`src/rtl/sram_ctrl_sync.sv`:
```
// Single-outstanding controller turning arbiter requests into timed async-SRAM accesses.
// Accept -> ack next cycle; read data WAIT+1 cycles after ack; writes add one recovery cycle.
module sram_ctrl_sync #(
    parameter int AN   = 16,
    parameter int DN   = 8,
    parameter int N    = 2,
    parameter int WAIT = 2
) (
    input  logic          clkSYS,
    input  logic          n_reset,
    input  logic          i_req,
    input  logic [AN-1:0] i_addr,
    input  logic [DN-1:0] i_wdata,
    input  logic          i_wr,
    input  logic [N-1:0]  i_id,
    output logic          o_ack,
    output logic          o_valid,
    output logic [DN-1:0] o_rdata,
    output logic [N-1:0]  o_rd_id,
    output logic [AN-1:0] o_sram_addr,
    output logic [DN-1:0] o_sram_dq_out,
    output logic          o_sram_dq_oe,
    input  logic [DN-1:0] i_sram_dq_in,
    output logic          o_sram_ce_n,
    output logic          o_sram_oe_n,
    output logic          o_sram_we_n
);

    typedef enum logic [1:0] {IDLE, ACCESS, RECOVER} state_t;

    localparam logic [3:0] WAIT_CNT = WAIT[3:0];

    state_t        r_state, w_state_nxt;
    logic [3:0]    r_cnt, w_cnt_nxt;
    logic          r_wr, w_wr_nxt;
    logic [N-1:0]  r_id, w_id_nxt;
    logic          r_ack, w_ack_nxt;
    logic          r_valid, w_valid_nxt;
    logic [DN-1:0] r_rdata, w_rdata_nxt;
    logic [N-1:0]  r_rd_id, w_rd_id_nxt;
    logic [AN-1:0] r_addr, w_addr_nxt;
    logic [DN-1:0] r_dq_out, w_dq_out_nxt;
    logic          r_dq_oe, w_dq_oe_nxt;
    logic          r_ce_n, w_ce_n_nxt;
    logic          r_oe_n, w_oe_n_nxt;
    logic          r_we_n, w_we_n_nxt;

    always_ff @(posedge clkSYS or negedge n_reset) begin
        if (!n_reset) begin
            r_state  <= IDLE;
            r_cnt    <= '0;
            r_wr     <= 1'b0;
            r_id     <= '0;
            r_ack    <= 1'b0;
            r_valid  <= 1'b0;
            r_rdata  <= '0;
            r_rd_id  <= '0;
            r_addr   <= '0;
            r_dq_out <= '0;
            r_dq_oe  <= 1'b0;
            r_ce_n   <= 1'b1;
            r_oe_n   <= 1'b1;
            r_we_n   <= 1'b1;
        end else begin
            r_state  <= w_state_nxt;
            r_cnt    <= w_cnt_nxt;
            r_wr     <= w_wr_nxt;
            r_id     <= w_id_nxt;
            r_ack    <= w_ack_nxt;
            r_valid  <= w_valid_nxt;
            r_rdata  <= w_rdata_nxt;
            r_rd_id  <= w_rd_id_nxt;
            r_addr   <= w_addr_nxt;
            r_dq_out <= w_dq_out_nxt;
            r_dq_oe  <= w_dq_oe_nxt;
            r_ce_n   <= w_ce_n_nxt;
            r_oe_n   <= w_oe_n_nxt;
            r_we_n   <= w_we_n_nxt;
        end
    end

    always_comb begin
        w_state_nxt  = r_state;
        w_cnt_nxt    = r_cnt;
        w_wr_nxt     = r_wr;
        w_id_nxt     = r_id;
        w_ack_nxt    = 1'b0;
        w_valid_nxt  = 1'b0;
        w_rdata_nxt  = r_rdata;
        w_rd_id_nxt  = r_rd_id;
        w_addr_nxt   = r_addr;
        w_dq_out_nxt = r_dq_out;
        w_dq_oe_nxt  = r_dq_oe;
        w_ce_n_nxt   = r_ce_n;
        w_oe_n_nxt   = r_oe_n;
        w_we_n_nxt   = r_we_n;
        case (r_state)
            IDLE: begin
                // The arbiter still holds req during the ack cycle; r_ack blocks a second accept.
                if (i_req && !r_ack) begin
                    w_wr_nxt    = i_wr;
                    w_id_nxt    = i_id;
                    w_addr_nxt  = i_addr;
                    w_ce_n_nxt  = 1'b0;
                    w_ack_nxt   = 1'b1;
                    w_cnt_nxt   = WAIT_CNT;
                    w_state_nxt = ACCESS;
                    if (i_wr) begin
                        w_dq_out_nxt = i_wdata;
                        w_dq_oe_nxt  = 1'b1;
                        w_we_n_nxt   = 1'b0;
                        w_oe_n_nxt   = 1'b1;
                    end else begin
                        w_dq_oe_nxt  = 1'b0;
                        w_we_n_nxt   = 1'b1;
                        w_oe_n_nxt   = 1'b0;
                    end
                end
            end
            ACCESS: begin
                if (r_cnt == 4'd0) begin
                    if (r_wr) begin
                        // Data and address stay driven one more cycle for SRAM hold time.
                        w_we_n_nxt  = 1'b1;
                        w_state_nxt = RECOVER;
                    end else begin
                        w_rdata_nxt = i_sram_dq_in;
                        w_rd_id_nxt = r_id;
                        w_valid_nxt = 1'b1;
                        w_ce_n_nxt  = 1'b1;
                        w_oe_n_nxt  = 1'b1;
                        w_we_n_nxt  = 1'b1;
                        w_state_nxt = IDLE;
                    end
                end else begin
                    w_cnt_nxt = r_cnt - 4'd1;
                end
            end
            RECOVER: begin
                w_dq_oe_nxt = 1'b0;
                w_ce_n_nxt  = 1'b1;
                w_state_nxt = IDLE;
            end
            default: w_state_nxt = IDLE;
        endcase
    end

    assign o_ack         = r_ack;
    assign o_valid       = r_valid;
    assign o_rdata       = r_rdata;
    assign o_rd_id       = r_rd_id;
    assign o_sram_addr   = r_addr;
    assign o_sram_dq_out = r_dq_out;
    assign o_sram_dq_oe  = r_dq_oe;
    assign o_sram_ce_n   = r_ce_n;
    assign o_sram_oe_n   = r_oe_n;
    assign o_sram_we_n   = r_we_n;

endmodule

```
`config.mk`:
```
export PLATFORM = sky130hd
export DESIGN_NAME = sram_ctrl_sync
export DESIGN_NICKNAME = d
export VERILOG_FILES = /design/src/rtl/sram_ctrl_sync.sv
export SDC_FILE = /design/constraint.sdc
export NUM_CORES = 1
export LEC_CHECK = 0
export BUFFER_PORTS_ARGS = -buffer_cell sky130_fd_sc_hd__buf_2
export CORE_AREA = 2 2 83 65
export DETAILED_ROUTE_END_ITERATION = 6
export DIE_AREA = 0 0 85 67
export GPL_ROUTABILITY_DRIVEN = 0
export HOLD_SLACK_MARGIN = 0.1
export PLACE_DENSITY_LB_ADDON = 0.05
export SYNTH_ARGS = -nofsm -noshare
export SYNTH_HDL_FRONTEND = slang
export SYNTH_SLANG_ARGS = --single-unit
```
`constraint.sdc`:
```
create_clock -name clkSYS -period 1.85 [get_ports clkSYS]
set_input_delay 0.555 -clock clkSYS [delete_from_list [all_inputs] [get_ports clkSYS]]
set_output_delay 0.555 -clock clkSYS [all_outputs]
set_load 0.02 [all_outputs]
```
==> results.yml <==
status:
  run_status: "completed"
die:
  die_w_um: 85
  rows: 22
  core-area_um2: 4820
  dieArea_um2: 5700
  ios: 78
  initial_core_util: 0.432
  die_y_um: 67
worst_setup_path:
  r2r_cells: 5
  worst_setup_path_end_kind: "register"
  arrival_ps: 2020
  r2r_slack_ps: 60
  crit_slowest_cell: "or4b_4"
  worst_path_largest_cell_delay_ps: 470
  crit_fanout: 3
  cp_data_required_time_ps: 2080
  path_class: "register to register"
  cp_cell_sequence: "inv_1, ha_4, or4b_4, a221oi_2, mux2_4"
  reg2reg_to: "o_sram_ce_n"
  reg2reg_from: "r_cnt[0]"
  crit_path_start_kind: "register"
sta:
  clock.fmax_ghz: 0.558
  worstMarginPinSlew_ps: 537
  hold_viol: 0
  min_period_ps: 1790
  finalMaxSlewViolations: 0
  fin_skew_ps: 8.99
  setup_viol: 0
  slew-limit-headroom: 0.642
  tns_ps: 0
  timing.final.crit_share: 0.969
placed_design:
  port-buffer-count: 77
  dpl.cell_count: 290
  dp_hpwl_um: 3300
power_and_ir_drop:
  powerDensity_nw_per_um2: 1980
  p_leak_nw: 1.36
  vdd_ir_drop_max_uv: 805
  total_power_mw: 5.49
grt:
  grt_pass1_vias: 1561
  grt_util_all_layers: 0.162
  grt_pass1_wl_um: 7240
  gr-total-overflow: 0
  grt_max_degree: 24
  grt_antenna_before_repair: 0
hold_path:
  hold_class: "primary input to async pin"
finish:
  mostFrequentLayoutCell: "buf_2"
  drive_gt1_frac: 0.627
  syn2layout_area_growth_pct: 33.6
  fin_util: 0.577
  diodes: 0
  nets: 283
  final_cell_count_no_fill: 301
  final_cell_mix: "buf_2 (77), dfrtp_1 (46), mux2_2 (37), buf_4 (14), inv_1 (7)"
logic_synthesis:
  synthArstFlopShare: 1.00
  yosysSeqAreaShare: 0.591
  syn-num-nets: 190
  synthFlopType: "dfrtp_1"
  yosysWarnings: 0
  avgSynthCellArea_um2: 14.1
  syn_area_um2: 2080
  synthDistinctLibCells: 37
  ys_seq_elements: 49
  synth_edf_count: 0
  syn-instance-count: 147
detailed_routing:
  drt_iter0_drc: 89
  first_pass_iters: 4
  viasPerCell: 5.11
  ant_nets: 0
  num_vias: 1539
  drcViolationCount: 0
  wl_um: 4470
  wl_per_cell_um: 14.9
clock_tree:
  clk_latency_ps: 300
  cts_root_buffer: "clkbuf_8"
  numCtsBuffers: 5
  clockBufferDepth: 2
  cts_sinks: 49
  cts_tree: "built"
  htreeDepth: 2
  clk_pin_slew_worst_paths_ps: 100
job:
  cap_violations: 0
per-stage QoR:
step | setup slack [ps] | cell area [um^2] | hold WS [ps]
finish | 57.1 | 2780 | 227
global route | -3.61 | 2780 | 253
CTS | 15.0 | 2740 | 245
detailed placement | -12.6 | 2630 | 487
global placement | 38.6 | 2630 | 481
floorplan | 18.4 | 2080 | 259
routing by layer:
metal,routed length (um),track usage
met1,1900,0.212
met2,2270,0.270
met3,295,0.0446
met4,12,0.0377
met5,0,0
worst max-delay path: cells and delay by family, from the launching register on:
kind	cells	cell delay (ps)
AOI/OAI and AO/OA	1	290
adders and majority gates	1	150
buffers and inverters	1	110
DFF	1	400
muxes	1	320
and+or+nand+nor	1	470
report_power, final:
part	switching [mW]	internal [mW]
sequential	0.304	1.63
combinational	1.52	1.37
clock	0.360	0.308
state kept, by name (all words and copies together) (netlist names):
| name | cells |
|---|---|
| o_sram_addr | 16 |
| r_cnt | 4 |
| o_sram_ce_n | 1 |
| r_state | 2 |
| o_ack | 1 |
| o_rdata | 8 |
| o_sram_oe_n | 1 |
| o_sram_we_n | 1 |
| r_id | 2 |
| o_sram_dq_out | 8 |
| o_rd_id | 2 |
| r_wr | 1 |
| o_valid | 1 |
| o_sram_dq_oe | 1 |
repair_timing:
action                                  in CTS  in global routing
endpoints found under the hold margin        0                  0
setup buffers                                1                  2
hold buffers                                 0                  0
pin swaps                                    0                  3
endpoints found under the setup margin       2                  4
gates resized for setup                      2                  5
cells in the mapped netlist, types with 2 or more instances:
cell type,instances,area share
dfrtp_1,46,0.55
mux2_2,38,0.21
nor3_1,2,0.0048
nand2b_1,2,0.0060
ha_1,5,0.030
nand2_1,3,0.0054
nand3b_1,2,0.0072
o22a_1,3,0.013
buf_2,2,0.0048
clkbuf_1,4,0.0072
inv_1,8,0.014
dfstp_2,3,0.038
a21oi_1,3,0.0072
nor2b_1,2,0.0060
a22oi_1,2,0.0072
cell families (layout without fill, tap and decap cells):
logic type	after synthesis	count (layout)	synth area share
DFF	49	49	0.591
muxes	38	38	0.206
AOI/OAI and AO/OA	23	23	0.0897
and+or+nand+nor	17	17	0.0529
buffers and inverters	15	109	0.0301
adders and majority gates	5	5	0.0301
how the worst max path moves through the flow:
stage | from | end | slack, ps | cells past startpoint
2_1_floorplan | r_cnt[0] | r_state[0] | 20 | 5
5_1_grt | r_cnt[0] | o_sram_ce_n | -4 | 5
3_3_place_gp | r_cnt[1] | r_state[0] | 40 | 5
4_1_cts | r_cnt[0] | o_sram_ce_n | 20 | 5
3_5_place_dp | r_cnt[1] | r_state[0] | -10 | 5
6_report | r_cnt[0] | o_sram_ce_n | 60 | 5
layout make-up:
type | instances | area (um^2)
Clock buffer | 6 | 82.6
Clock inverter | 2 | 16.3
Fill cell | 397 | 2040
Inverter | 8 | 30.0
Multi-Input combinational cell | 83 | 813
Sequential cell | 49 | 1230
Tap cell | 60 | 75.1
Timing Repair Buffer | 93 | 531
(Power assumes the default switching activity.)
